--- src/rtl/branch_resolve_ctrl.sv ---
// Branch resolution sequencer: in-order prediction queue, predictor update strobe,
// mispredict redirect and timed flush. Define BRC_STATS_EN to build the statistics counters.
module branch_resolve_ctrl #(
  parameter int DEPTH        = 4,
  parameter int FLUSH_CYCLES = 2
) (
  input  logic                    clk,
  input  logic                    Reset,
  input  logic                    pred_valid,
  input  logic                    pred_taken,
  input  logic [31:0]             pred_target,
  input  logic [31:0]             pred_fallthru,
  output logic                    pred_ready,
  input  logic                    res_valid,
  input  logic                    res_taken,
  input  logic [31:0]             res_target,
  output logic                    update_valid,
  output logic                    update_taken,
  output logic                    redirect_valid,
  output logic [31:0]             redirect_pc,
  output logic                    flush,
  output logic [$clog2(DEPTH):0]  pending,
  output logic                    protocol_err,
  output logic [15:0]             mispredict_count,
  output logic [15:0]             branch_count
);

  localparam int PW = $clog2(DEPTH);
  localparam logic [PW:0] DEPTH_W    = DEPTH[PW:0];
  localparam logic [3:0]  FLUSH_LOAD = 4'(FLUSH_CYCLES - 1);

  typedef enum logic {RUN = 1'b0, FLUSH = 1'b1} state_t;

  state_t          state_q, state_d;
  logic [3:0]      fcnt_q, fcnt_d;
  logic [PW-1:0]   wr_ptr_q, wr_ptr_d;
  logic [PW-1:0]   rd_ptr_q, rd_ptr_d;
  logic [PW:0]     pending_q, pending_d;
  logic            update_valid_q, update_valid_d;
  logic            update_taken_q, update_taken_d;
  logic            redirect_valid_q, redirect_valid_d;
  logic [31:0]     redirect_pc_q, redirect_pc_d;
  logic            flush_q, flush_d;
  logic            protocol_err_q, protocol_err_d;

  logic            taken_mem    [DEPTH];
  logic [31:0]     target_mem   [DEPTH];
  logic [31:0]     fallthru_mem [DEPTH];

  logic            push, pop, mispredict;
  logic            head_taken;
  logic [31:0]     head_target, head_fallthru, correct_pc;

  // Full queue refuses pushes even when the head retires in the same cycle.
  assign pred_ready = (state_q == RUN) && (pending_q < DEPTH_W);
  assign push       = pred_valid && pred_ready;
  assign pop        = (state_q == RUN) && res_valid && (pending_q != '0);

  assign head_taken    = taken_mem[rd_ptr_q];
  assign head_target   = target_mem[rd_ptr_q];
  assign head_fallthru = fallthru_mem[rd_ptr_q];
  assign correct_pc    = res_taken ? res_target : head_fallthru;
  assign mispredict    = (res_taken != head_taken) || (res_taken && (res_target != head_target));

  always_ff @(posedge clk) begin
    if (push) begin
      taken_mem[wr_ptr_q]    <= pred_taken;
      target_mem[wr_ptr_q]   <= pred_target;
      fallthru_mem[wr_ptr_q] <= pred_fallthru;
    end
  end

  always_comb begin
    state_d          = state_q;
    fcnt_d           = fcnt_q;
    wr_ptr_d         = wr_ptr_q;
    rd_ptr_d         = rd_ptr_q;
    pending_d        = pending_q;
    update_valid_d   = 1'b0;
    update_taken_d   = update_taken_q;
    redirect_valid_d = 1'b0;
    redirect_pc_d    = redirect_pc_q;
    flush_d          = flush_q;
    protocol_err_d   = protocol_err_q;

    if (push) wr_ptr_d = wr_ptr_q + PW'(1);
    if (pop)  rd_ptr_d = rd_ptr_q + PW'(1);
    case ({push, pop})
      2'b10:   pending_d = pending_q + (PW+1)'(1);
      2'b01:   pending_d = pending_q - (PW+1)'(1);
      default: pending_d = pending_q;
    endcase

    case (state_q)
      RUN: begin
        flush_d = 1'b0;
        if (res_valid && (pending_q == '0)) protocol_err_d = 1'b1;
        if (pop) begin
          update_valid_d = 1'b1;
          update_taken_d = res_taken;
          // Wrong path: every younger entry, including a same-cycle push, is dropped.
          if (mispredict) begin
            redirect_valid_d = 1'b1;
            redirect_pc_d    = correct_pc;
            flush_d          = 1'b1;
            state_d          = FLUSH;
            fcnt_d           = FLUSH_LOAD;
            wr_ptr_d         = '0;
            rd_ptr_d         = '0;
            pending_d        = '0;
          end
        end
      end
      FLUSH: begin
        flush_d = 1'b1;
        if (res_valid) protocol_err_d = 1'b1;
        if (fcnt_q == 4'd0) begin
          state_d = RUN;
          flush_d = 1'b0;
        end else begin
          fcnt_d = fcnt_q - 4'd1;
        end
      end
      default: state_d = RUN;
    endcase
  end

  always_ff @(posedge clk) begin
    if (Reset) begin
      state_q          <= RUN;
      fcnt_q           <= 4'd0;
      wr_ptr_q         <= '0;
      rd_ptr_q         <= '0;
      pending_q        <= '0;
      update_valid_q   <= 1'b0;
      update_taken_q   <= 1'b0;
      redirect_valid_q <= 1'b0;
      redirect_pc_q    <= 32'h0;
      flush_q          <= 1'b0;
      protocol_err_q   <= 1'b0;
    end else begin
      state_q          <= state_d;
      fcnt_q           <= fcnt_d;
      wr_ptr_q         <= wr_ptr_d;
      rd_ptr_q         <= rd_ptr_d;
      pending_q        <= pending_d;
      update_valid_q   <= update_valid_d;
      update_taken_q   <= update_taken_d;
      redirect_valid_q <= redirect_valid_d;
      redirect_pc_q    <= redirect_pc_d;
      flush_q          <= flush_d;
      protocol_err_q   <= protocol_err_d;
    end
  end

  assign update_valid   = update_valid_q;
  assign update_taken   = update_taken_q;
  assign redirect_valid = redirect_valid_q;
  assign redirect_pc    = redirect_pc_q;
  assign flush          = flush_q;
  assign pending        = pending_q;
  assign protocol_err   = protocol_err_q;

`ifdef BRC_STATS_EN
  logic [15:0] mis_cnt_q, mis_cnt_d;
  logic [15:0] br_cnt_q, br_cnt_d;

  always_comb begin
    mis_cnt_d = mis_cnt_q;
    br_cnt_d  = br_cnt_q;
    if (pop && (br_cnt_q != 16'hFFFF)) br_cnt_d = br_cnt_q + 16'd1;
    if (pop && mispredict && (mis_cnt_q != 16'hFFFF)) mis_cnt_d = mis_cnt_q + 16'd1;
  end

  always_ff @(posedge clk) begin
    if (Reset) begin
      mis_cnt_q <= 16'h0;
      br_cnt_q  <= 16'h0;
    end else begin
      mis_cnt_q <= mis_cnt_d;
      br_cnt_q  <= br_cnt_d;
    end
  end

  assign mispredict_count = mis_cnt_q;
  assign branch_count     = br_cnt_q;
`else
  assign mispredict_count = 16'h0;
  assign branch_count     = 16'h0;
`endif

endmodule

--- config.mk ---
export PLATFORM = sky130hd
export DESIGN_NAME = branch_resolve_ctrl
export DESIGN_NICKNAME = d
export VERILOG_FILES = /design/src/rtl/branch_resolve_ctrl.sv
export SDC_FILE = /design/constraint.sdc
export NUM_CORES = 1
export LEC_CHECK = 0
export ABC_CLOCK_PERIOD_IN_PS = 5700
export CAP_MARGIN = 0
export CORE_ASPECT_RATIO = 1.75
export CORE_MARGIN = 5
export CORE_UTILIZATION = 31
export CTS_CLUSTER_SIZE = 10
export DETAILED_ROUTE_END_ITERATION = 8
export PLACE_DENSITY = 0.47
export SETUP_SLACK_MARGIN = 0.4
export SYNTH_ARGS = -nofsm -noshare
export SYNTH_HDL_FRONTEND = slang
export SYNTH_SLANG_ARGS = --single-unit
--- constraint.sdc ---
create_clock -name clk -period 5.7 [get_ports clk]
set_clock_uncertainty 0.2 [all_clocks]
set_input_delay 0.57 -clock clk [delete_from_list [all_inputs] [get_ports clk]]
set_output_delay 0.57 -clock clk [all_outputs]
set_load 0.03 [all_outputs]
# [Word-level counts from Yosys, hierarchy flattened]
# Memory sizes are Yosys's and may differ from the RTL's. A register that Yosys moved wholly into a read port is not among the register bits.
# Index checks and enable logic that the tools add are counted.
[word_totals] word_cells=74 n_memories=3 ram_bits=260 reg_bits=48
[memory_table] name="fallthru_mem" words=4 width=32 read_ports=1 rd_ports_with_merged_regs=1 write_ports=1 line="48" text="logic [31:0] fallthru_mem [DEPTH];"
[memory_table] name="target_mem" words=4 width=32 read_ports=1 rd_ports_with_merged_regs=1 write_ports=1 line="47" text="logic [31:0] target_mem [DEPTH];"
[memory_table] name="taken_mem" words=4 width=1 read_ports=1 rd_ports_with_merged_regs=1 write_ports=1 line="46" text="logic taken_mem [DEPTH];"
[op_classes] n_lt_le_gt_ge=1 n_mux=30 eq_ne=9 add_sub_neg=5 bitwise=1 n_reduce_logical=15
[ops] operator="$mux 32" n=1
[ops] operator="$ne 32x32->1" n=1
[ops] operator="$mux 2" n=11
[ops] operator="$mux 4" n=3
[ops] operator="$mux 3" n=3
[ops] operator="$mux 1" n=8
[ops] operator="$ne 2x2->1 const B" n=4
[ops] operator="$pmux 4 s2" n=1
[ops] operator="$logic_and 1x1->1" n=6
[ops] operator="$pmux 3 s2" n=1
[ops] operator="$reduce_and 3->1" n=2
[ops] operator="$add 2x1->2 const B" n=2
[ops] operator="$logic_not 4->1" n=1
[ops] operator="$pmux 1 s2" n=2
[ops] operator="$reduce_and 2->1" n=2
[ops] operator="$sub 4x1->4 const B" n=1
[ops] operator="$add 3x1->3 const B" n=1
[ops] operator="$logic_not 3->1" n=1
[ops] operator="$lt 3x3->1 const B" n=1
[ops] operator="$reduce_bool 3->1" n=1
[ops] operator="$sub 3x1->3 const B" n=1
[ops] operator="$eq 2x1->1 const B" n=1
[ops] operator="$eq 2x2->1 const B" n=1
[ops] operator="$ne 2x1->1 const B" n=1
[ops] operator="4 further kinds" n=4

# [Longest topological paths before layout]
# Gate-level depths: netlist of the first run.
[depth] word_depth=8 mapped_depth=12 mapped_depth_nobuf=10

# [Least setup slack after synthesis of the first run]
# No wires, ideal clock.
[synth_path] path_kind="reg-to-reg" start="reg flush (netlist name)" end="mem fallthru_mem[0][0] (enable)" stages_incl_launch_ff=3 t_required_ps=5070 setup_time_ps=430 slack_ps=2376 synth_period_minus_slack_ps=3324 arrival_time_ps=2693 path_cell_list="dfxtp_1 > nor2_1 > and3_1"
[synth_lines] item="end: declaration" line="48"

==> results.sh, run 1 <==
export IMPL_status="complete, no violations"
export IMPL_grt_antenna_before_repair=1
export IMPL_grt_remaining_overflow=0
export IMPL_grt_usage=0.146
export IMPL_path_cells="buf_4, mux2i_1, o21ai_0, a2111oi_0, o22ai_1, nor4_1, buf_4, a21oi_1, nor2b_1"
export IMPL_drt_initial_drc_count=333
export IMPL_cp_slowest_stage_delay_ps=870
export IMPL_vias_per_cell=4.78
export IMPL_clkLatencyLatePin_ps=530
export IMPL_cts_root_buf="clkbuf_16"
export IMPL_fp_coreArea_sq_mm=0.0415
export IMPL_r2r_start="rd_ptr_q[1]$_SDFF_PP0_"
export IMPL_relSlewSlack=0.360
export IMPL_path_buf_inv=2
export IMPL_critPathSlowestCell="dfxtp_4"
export IMPL_hold_viol_final=0
export IMPL_synth_top_area_cell="edfxtp_1"
export IMPL_wirelength_um=33900
export IMPL_ir_drop_uv=180
export IMPL_fmax_mhz=256
export IMPL_r2r_setup_slack_ps=1800
export IMPL_syn_inst=808
export IMPL_maxCapViolations=0
export IMPL_grt_max_degree=50
export IMPL_worst_slew_pin_transition_ps=959
export IMPL_min_delay_start="protocol_err$_SDFFE_PP0P_"
export IMPL_gp_congestion=0.734
export IMPL_antenna_left=0
export IMPL_initial_core_util=0.312
export IMPL_synth_area_sq_mm=0.0129
export IMPL_finalPower_uw=6920
export IMPL_p_leak_uw=0.00506
export IMPL_synth_top_family_by_area="multiplexers"
export IMPL_reg2reg_depth=9
export IMPL_multi_input_area_sq_mm=0.00377
export IMPL_synth_mux_area_frac=0.144
export IMPL_dominantRegCellSynth="edfxtp_1"
export IMPL_postCtsSetupBuffers=0
export IMPL_finalCriticalPeriod_ps=3900
export IMPL_layout_nets=1067
export IMPL_min_period_over_period=0.684
export IMPL_synth_top_area_share=0.603
export IMPL_cpMostUsedCell="buf_4"
export IMPL_dp_hpwl_um=22300
export IMPL_rsz0062_at_grt="false"
export IMPL_arrival_ps=4070
export IMPL_synth_simple_area_share=0.0595
export IMPL_dieArea_sq_mm=0.0461
export IMPL_drc=0
export IMPL_cp_max_fo=45
export IMPL_grt_pass1_vias=7753
export IMPL_required_ps=5870
export IMPL_synth_compound_area_share=0.0419
export IMPL_synth_area_leaders="edfxtp_1 (60%), dfxtp_1 (7.4%), mux4_2 (7.0%)"
export IMPL_clk_pin_slew_ps=50
export IMPL_drive_gt1_frac=0.115
export IMPL_hp_class="flop to flop"
export IMPL_port_buffers=142
export IMPL_setup_worst_path_end_class="flop"
export IMPL_ctsLongestPathBuffers=3
export IMPL_cts_resized_gates=0
export IMPL_path_delay_family="compound AO/OA/AOI/OAI gates"
export IMPL_cts_sinks=308
export IMPL_die_w_um=164
export IMPL_rows=99
export IMPL_regArea_sq_mm=0.00878
export IMPL_wl_per_cell_um=22.1
export IMPL_synth_edf_count=260
export IMPL_ioPinCount=175
export IMPL_vias=7333
export IMPL_p_per_area_mw_per_mm2=436
export IMPL_area_growth_pct=22.4
export IMPL_synth_seq_cells=308
export IMPL_tns_ps=0
export IMPL_async_flop_share=0
export IMPL_synth_cell_types=50
export IMPL_die_h_um=280
export IMPL_syn_avg_cell_area_sq_um=16.0
export IMPL_timing_hold_ws_ps=266
export IMPL_synthAdderAreaFrac=0.00735
export IMPL_drv_slew=0
export IMPL_dr_pass1_iters=5
export IMPL_worst_setup_path_type="flop to flop"
export IMPL_cts_buffers=36
export IMPL_synth_warnings=0
export IMPL_fin_util=0.382
export IMPL_grt_pass1_wl_um=49800
export IMPL_start_kind="flop"
export IMPL_worstHoldEndpoint="protocol_err$_SDFFE_PP0P_"
export IMPL_cts_tree="done"
export IMPL_postCtsHoldBufs=0
export IMPL_r2r_end="redirect_valid$_SDFF_PP0_"
export IMPL_synth_xor_area_share=0.0276
export IMPL_setup_violations=0
export IMPL_worstHoldPathCells=2
export IMPL_synth_seq_area_share=0.678
export IMPL_h_tree_depth=2
export IMPL_fillerInstances=3864
per-layer routing:
layer  vias to the layer above  wire (um)  share of wire  track usage
met3                        48       1600          0.047       0.0223
met1                      3695      13600           0.40        0.179
met2                       221      17600           0.52        0.259
li1                       3369          -              -            -
met4                         0       1030          0.030       0.0527
met5                         -          0              0            0
worst reg2reg max path, delay by kind of cell (launching register included):
| kind | cells | cell delay (ps) |
|---|---|---|
| DFF | 1 | 870 |
| AOI/OAI and AO/OA | 4 | 980 |
| muxes | 1 | 260 |
| and+or+nand+nor | 2 | 810 |
| buffers and inverters | 2 | 630 |
power breakdown:
part           total, uW  internal [uW]  switching [uW]  leakage (uW)
registers           3080           2870             214       0.00277
logic               1770            763            1000       0.00180
clock network       2070           1190             877      0.000493
total               6920           4820            2090       0.00506
through the flow:
| stage | area, sq um | setup slack [ps] | instances |
|---|---|---|---|
| final | 15800 | 1800 | 1534 |
| after global routing | 15800 | 1520 | 1533 |
| after CTS | 15800 | 1640 | 1533 |
| after detailed placement | 14800 | 1650 | 1475 |
| after global placement | 14800 | 1630 | 1475 |
| after floorplan | 13100 | 2380 | 839 |
worst max-delay path by stage:
stage	start	endpoint	slack, ps	cells after the start
global placement	flop	redirect_valid$_SDFF_PP0_	1630	8
detailed placement	flop	redirect_valid$_SDFF_PP0_	1650	8
finish	rd_ptr_q[1]$_SDFF_PP0_	redirect_valid$_SDFF_PP0_	1800	9
floorplan	flush$_SDFF_PP0_	fallthru_mem[0][0]$_DFFE_PP_	2380	2
global route	flop	redirect_valid$_SDFF_PP0_	1520	8
CTS	flop	redirect_valid$_SDFF_PP0_	1640	8
layout by cell type (no fill, tap or decap), drive strengths merged, types with 2 or more instances in the layout:
master / n
nor2: 42
nor2b: 3
and3: 4
dfxtp: 48
clkdlybuf4s50: 140
o2bb2ai: 4
nor4: 8
nand4: 2
conb: 32
or4: 3
nand3: 33
xnor2: 21
xor2: 18
buf: 18
nand2b: 2
a211oi: 2
nand2: 43
a31oi: 32
and2: 6
a21oi: 6
ha: 6
clkbuf: 55
edfxtp: 260
nor3: 12
mux2i: 60
inv: 13
o21ai: 38
mux4: 54
flip-flops by register name (all words and copies together), names as in the netlist, named ones only:
signal	flops
taken_mem	4
update_taken	1
fcnt_q	4
wr_ptr_q	2
redirect_valid	1
rd_ptr_q	1
fallthru_mem	128
update_valid	1
target_mem	128
flush	1
protocol_err	1
redirect_pc	32
pending	3
kinds of logic after synthesis:
logic type	count (synthesis)
AOI/OAI and AO/OA	90
xor gates and xnor gates	39
adders and majority gates	7
buffers and inverters	88
DFF	308
muxes	114
other	1
and+or+nand+nor	161
final cells by class:
class / count / area share
flip-flops and latches: 308 / 0.554
well taps: 555 / 0.0438
inverters: 11 / 0.00261
multi-input cells: 443 / 0.238
diodes: 1 / 0.000158
clock inverters: 3 / 0.00284
repair buffers: 158 / 0.0966
clock buffers: 55 / 0.0620
synthesized netlist by cell type (18+ instances only):
| cell type | n |
|---|---|
| dfxtp_1 | 48 |
| mux2i_1 | 60 |
| mux4_2 | 40 |
| xnor2_1 | 19 |
| edfxtp_1 | 260 |
| buf_4 | 35 |
| nand3_1 | 33 |
| nor2_1 | 42 |
| clkbuf_1 | 24 |
| o21ai_1 | 29 |
| xor2_1 | 18 |
| nand2_1 | 43 |
| a31oi_1 | 32 |
No activity file was read; power rests on OpenSTA's default activity.
==> run 2, diff against run 1 <==
--- a/config.mk
+++ b/config.mk
@@ -5,14 +5,14 @@
 export SDC_FILE = /design/constraint.sdc
 export NUM_CORES = 1
 export LEC_CHECK = 0
-export ABC_CLOCK_PERIOD_IN_PS = 5700
+export ABC_CLOCK_PERIOD_IN_PS = 3360
 export CAP_MARGIN = 0
 export CORE_ASPECT_RATIO = 1.75
 export CORE_MARGIN = 5
 export CORE_UTILIZATION = 31
 export CTS_CLUSTER_SIZE = 10
 export DETAILED_ROUTE_END_ITERATION = 8
-export PLACE_DENSITY = 0.47
+export PLACE_DENSITY = 0.49
 export SETUP_SLACK_MARGIN = 0.4
 export SYNTH_ARGS = -nofsm -noshare
 export SYNTH_HDL_FRONTEND = slang
==> constraint.sdc (replaced) <==
create_clock -name clk -period 3.36 [get_ports clk]
set_clock_uncertainty 0.2 [all_clocks]
set_input_delay 0.336 -clock clk [delete_from_list [all_inputs] [get_ports clk]]
set_output_delay 0.336 -clock clk [all_outputs]
set_load 0.03 [all_outputs]
==> results.sh, run 2 (synthesized netlist as in run 1, its figures left out) <==
export IMPL_status="complete, no violations"
export IMPL_grt_antenna_before_repair=0
export IMPL_worst_setup_path_type="flop to flop"
export IMPL_fmax_mhz=315
export IMPL_dp_hpwl_um=23000
export IMPL_rows=99
export IMPL_wirelength_um=35700
export IMPL_hp_class="input pin to flop"
export IMPL_path_buf_inv=3
export IMPL_p_leak_uw=0.00543
export IMPL_initial_core_util=0.312
export IMPL_rsz0062_at_grt="true"
export IMPL_grt_max_degree=66
export IMPL_cts_sinks=308
export IMPL_start_kind="flop"
export IMPL_finalCriticalPeriod_ps=3170
export IMPL_ir_drop_uv=337
export IMPL_required_ps=3510
export IMPL_clk_pin_slew_ps=60
export IMPL_layout_nets=1122
export IMPL_ctsLongestPathBuffers=3
export IMPL_area_growth_pct=29.0
export IMPL_drive_gt1_frac=0.201
export IMPL_grt_pass1_vias=7930
export IMPL_vias_per_cell=4.79
export IMPL_drc=0
export IMPL_tns_ps=0
export IMPL_setup_worst_path_end_class="flop"
export IMPL_antenna_left=0
export IMPL_wl_per_cell_um=22.5
export IMPL_min_period_over_period=0.943
export IMPL_gp_congestion=0.735
export IMPL_critPathSlowestCell="or4_4"
export IMPL_layout_commonest_cell="edfxtp_1"
export IMPL_cts_buffers=36
export IMPL_path_cells="buf_12, buf_8, mux4_2, xnor2_2, and4_1, nand3_4, buf_4, or4_4, o21ai_1, a31oi_1"
export IMPL_drt_initial_drc_count=359
export IMPL_port_buffers=142
export IMPL_ioPinCount=175
export IMPL_p_per_area_mw_per_mm2=729
export IMPL_worst_slew_pin_transition_ps=993
export IMPL_maxCapViolations=0
export IMPL_path_delay_family="simple AND/OR/NAND/NOR gates"
export IMPL_cp_max_fo=8
export IMPL_dr_pass1_iters=5
export IMPL_grt_pass1_wl_um=51100
export IMPL_h_tree_depth=2
export IMPL_setup_violations=0
export IMPL_cts_tree="done"
export IMPL_postCtsHoldBufs=0
export IMPL_cp_slowest_stage_delay_ps=640
export IMPL_drv_slew=0
export IMPL_grt_usage=0.150
export IMPL_final_cell_mix="edfxtp_1 (260), clkdlybuf4s50_1 (140), mux2i_1 (60)"
export IMPL_arrival_ps=3320
export IMPL_die_h_um=280
export IMPL_vias=7594
export IMPL_final_cells=1587
export IMPL_cts_root_buf="clkbuf_16"
export IMPL_dp_cells=1504
export IMPL_hold_viol_final=0
export IMPL_clkLatencyLatePin_ps=520
export IMPL_die_w_um=164
export IMPL_fp_coreArea_sq_mm=0.0415
export IMPL_relSlewSlack=0.338
export IMPL_dieArea_sq_mm=0.0461
export IMPL_grt_remaining_overflow=0
==> run 2: changes by cell type in the layout (fill, tap and decap cells not counted), moves of 5 or more <==
cell	before	now
o21ai_1	29	13
buf_6	0	9
nor4_1	7	2
buf_4	16	39
mux4_2	40	45
mux4_1	14	9
buf_12	0	14
o21ai_2	1	19
==> run 2: worst register-to-register path: cells and delay by family, from the launching register on <==
| kind | cells | cell delay, ps |
|---|---|---|
| mux | 1 | 520 |
| simple gates | 3 | 980 |
| xor+xnor | 1 | 170 |
| buf+inv | 3 | 440 |
| flops | 1 | 450 |
| compound gates | 2 | 250 |
==> run 2: area by class of cell <==
cell class | count | area [sq um]
Antenna cell | 1 | 2.50
Clock buffer | 54 | 968
Clock inverter | 2 | 25.0
Fill cell | 3834 | 24800
Inverter | 11 | 45.0
Multi-Input combinational cell | 446 | 3990
Sequential cell | 308 | 8780
Tap cell | 555 | 694
Timing Repair Buffer | 210 | 2200
==> run 2: path summary, 6_finish.rpt <==
check             cells after the start                       endpoint                      start  slack (ps)
setup reg to reg                     10   redirect_pc[29]$_SDFFE_PP0P_                       flop         190
hold reg to reg                       2      protocol_err$_SDFFE_PP0P_  protocol_err$_SDFFE_PP0P_         280
hold / removal                        1  fallthru_mem[3][16]$_DFFE_PP_          pred_fallthru[16]         250
setup / recovery                     10   redirect_pc[29]$_SDFFE_PP0P_                       flop         190
==> run 2: metal layers <==
layer  wire [um]  global-route usage  up-vias
met1       13500               0.176     3817
li1            -                   -     3481
met4        1370              0.0615        0
met2       19100               0.270      229
met3        1670              0.0240       67
met5           0                   0        -
==> run 2: metrics by stage <==
step | utilization | total power, uW | worst slack, ps | hold WS [ps] | area [sq um]
final | 0.402 | 12200 | 190 | 255 | 16700
after global routing | 0.402 | 12800 | 69.4 | 244 | 16700
after floorplan | - | 7280 | 475 | 235 | 13100
after detailed placement | 0.366 | 8640 | 36.5 | 272 | 15200
after CTS | 0.396 | 12300 | 209 | 231 | 16400
after global placement | 0.366 | 8600 | 67.2 | 252 | 15200
==> run 2: timing repair <==
| item | 4_1_cts | 5_1_grt |
|---|---|---|
| setup buffers | 11 | 9 |
| endpoints found under the setup margin | 44 | 45 |
| gates cloned | 2 | 4 |
| gates resized for setup | 30 | 37 |
| pin swaps | 9 | 23 |
==> run 2: where the power goes <==
group          internal [uW]  switching, uW
sequential              4870            251
clock                   1980           1430
combinational           1690           1960
==> run 3, diff against run 2 <==
--- a/config.mk
+++ b/config.mk
@@ -10,7 +10,6 @@
 export CORE_ASPECT_RATIO = 1.75
 export CORE_MARGIN = 5
 export CORE_UTILIZATION = 31
-export CTS_CLUSTER_SIZE = 10
 export DETAILED_ROUTE_END_ITERATION = 8
 export PLACE_DENSITY = 0.49
 export SETUP_SLACK_MARGIN = 0.4
==> results.sh, run 3 (synthesized netlist as in run 1, its figures left out) <==
export IMPL_vias_per_cell=4.74
export IMPL_status="complete, no violations"
export IMPL_worst_setup_path_type="flop to flop"
export IMPL_dp_cells=1504
export IMPL_grt_pass1_vias=7888
export IMPL_clkLatencyLatePin_ps=560
export IMPL_cts_tree="done"
export IMPL_fin_area_sq_mm=0.0166
export IMPL_fmax_mhz=316
export IMPL_start_kind="flop"
export IMPL_layout_commonest_cell="edfxtp_1"
export IMPL_cp_slowest_stage_delay_ps=670
export IMPL_fillerInstances=3838
export IMPL_finalCriticalPeriod_ps=3170
export IMPL_initial_core_util=0.312
export IMPL_grt_max_degree=66
export IMPL_die_h_um=280
export IMPL_critPathSlowestCell="or4_4"
export IMPL_grt_pass1_wl_um=51600
export IMPL_setup_worst_path_end_class="flop"
export IMPL_setup_slack_ps=194
export IMPL_wirelength_um=35700
export IMPL_cts_sinks=308
export IMPL_cpMostUsedCell="or4_4"
export IMPL_preCtsSetupSlack_ps=36.5
export IMPL_rsz0062_at_grt="true"
export IMPL_layout_nets=1116
export IMPL_vias=7516
export IMPL_drive_gt1_frac=0.199
export IMPL_port_buffers=142
export IMPL_maxCapViolations=0
export IMPL_die_w_um=164
export IMPL_ioPinCount=175
export IMPL_dieArea_sq_mm=0.0461
export IMPL_timing_hold_ws_ps=215
export IMPL_p_per_area_mw_per_mm2=727
export IMPL_drt_initial_drc_count=383
export IMPL_relSlewSlack=0.325
export IMPL_r2r_setup_slack_ps=190
export IMPL_fp_coreArea_sq_mm=0.0415
export IMPL_reg2reg_depth=9
export IMPL_cts_buffers=28
export IMPL_required_ps=3540
export IMPL_ir_drop_uv=349
export IMPL_final_cells=1584
export IMPL_tns_ps=0
export IMPL_postCtsHoldBufs=0
export IMPL_grt_usage=0.151
export IMPL_drc=0
export IMPL_ctsLongestPathBuffers=3
export IMPL_cts_root_buf="clkbuf_16"
export IMPL_dr_pass1_iters=4
export IMPL_path_cells="buf_4, buf_12, mux4_2, xnor2_2, nand2_1, or4_4, or4_4, o21ai_1, a31oi_1"
export IMPL_area_growth_pct=28.5
export IMPL_arrival_ps=3350
export IMPL_final_cell_mix="edfxtp_1 (260), clkdlybuf4s50_1 (140), mux2i_1 (59)"
export IMPL_postPlaceCellArea_sq_mm=0.0152
export IMPL_grt_remaining_overflow=0
export IMPL_hp_class="input pin to flop"
export IMPL_grt_antenna_before_repair=0
export IMPL_setup_violations=0
export IMPL_h_tree_depth=1
export IMPL_drv_slew=0
export IMPL_gp_congestion=0.735
export IMPL_rows=99
export IMPL_cp_max_fo=8
export IMPL_wl_per_cell_um=22.5
export IMPL_clk_pin_slew_ps=70
export IMPL_antenna_left=0
export IMPL_endpoint="redirect_pc[15]$_SDFFE_PP0P_"
export IMPL_worst_slew_pin_transition_ps=1010
export IMPL_p_leak_uw=0.00545
export IMPL_min_period_over_period=0.942
export IMPL_dp_hpwl_um=23000
export IMPL_r2r_end="redirect_pc[15]$_SDFFE_PP0P_"
export IMPL_hold_viol_final=0
[run 3: cell types whose count changed in the layout (fill, tap and decap cells not counted), sizes merged]
cell	previous run	this run
buf	68	71
inv	11	12
bufinv	0	3
clkbuf	56	38
clkinv	1	8
clkinvlp	1	2
[run 3: power breakdown]
group	switching [uW]	leakage (uW)	total, uW	internal, uW
combinational	1970	0.00221	3670	1700
sequential	237	0.00277	5100	4860
clock	1410	0.000467	3330	1920
total	3620	0.00545	12100	8480
[run 3: layout make-up]
class	count	area, sq um	share of cell area
antenna	1	2.50	0.000150
clock buffer	37	807	0.0485
clock inverter	14	155	0.00933
inverter	11	41.3	0.00248
multi-input combinational	446	3950	0.237
sequential	308	8780	0.528
tap	555	694	0.0417
timing repair buffer	212	2210	0.133
[run 3: how the worst min path moves through the flow]
stage,start,to,cells after the start
floorplan,pred_fallthru[0],fallthru_mem[0][0]$_DFFE_PP_,0
global placement,protocol_err$_SDFFE_PP0P_,protocol_err$_SDFFE_PP0P_,2
detailed placement,protocol_err$_SDFFE_PP0P_,protocol_err$_SDFFE_PP0P_,2
CTS,res_valid,protocol_err$_SDFFE_PP0P_,3
global route,pred_target[11],target_mem[1][11]$_DFFE_PP_,1
finish,pred_fallthru[10],fallthru_mem[1][10]$_DFFE_PP_,1
[run 3: critical path, delay by kind of cell, from the launching register on]
kind	cells	cell delay (ps)
and+or+nand+nor	3	1230
muxes	1	520
DFF	1	390
AOI/OAI and AO/OA	2	260
buffers and inverters	2	240
xor gates and xnor gates	1	150
[run 3: layer usage]
layer	part of all wire	GRT usage	routed length, um
met1	0.38	0.178	13500
met2	0.54	0.280	19400
met3	0.045	0.0206	1620
met4	0.031	0.0497	1110
met5	0	0	0
[run 3: repair_timing]
| action | CTS | global route |
|---|---|---|
| cloned | 5 | 2 |
| setup endpoints to repair | 43 | 45 |
| buffers inserted | 14 | 7 |
| gates resized for setup | 32 | 22 |
| pin swaps | 10 | 4 |
[run 3: stage by stage]
| stage | power, uW | utilization |
|---|---|---|
| 2_1_floorplan | 7280 | - |
| 3_3_place_gp | 8600 | 0.366 |
| 3_5_place_dp | 8640 | 0.366 |
| 4_1_cts | 12200 | 0.397 |
| 5_1_grt | 12700 | 0.401 |
| 6_report | 12100 | 0.401 |
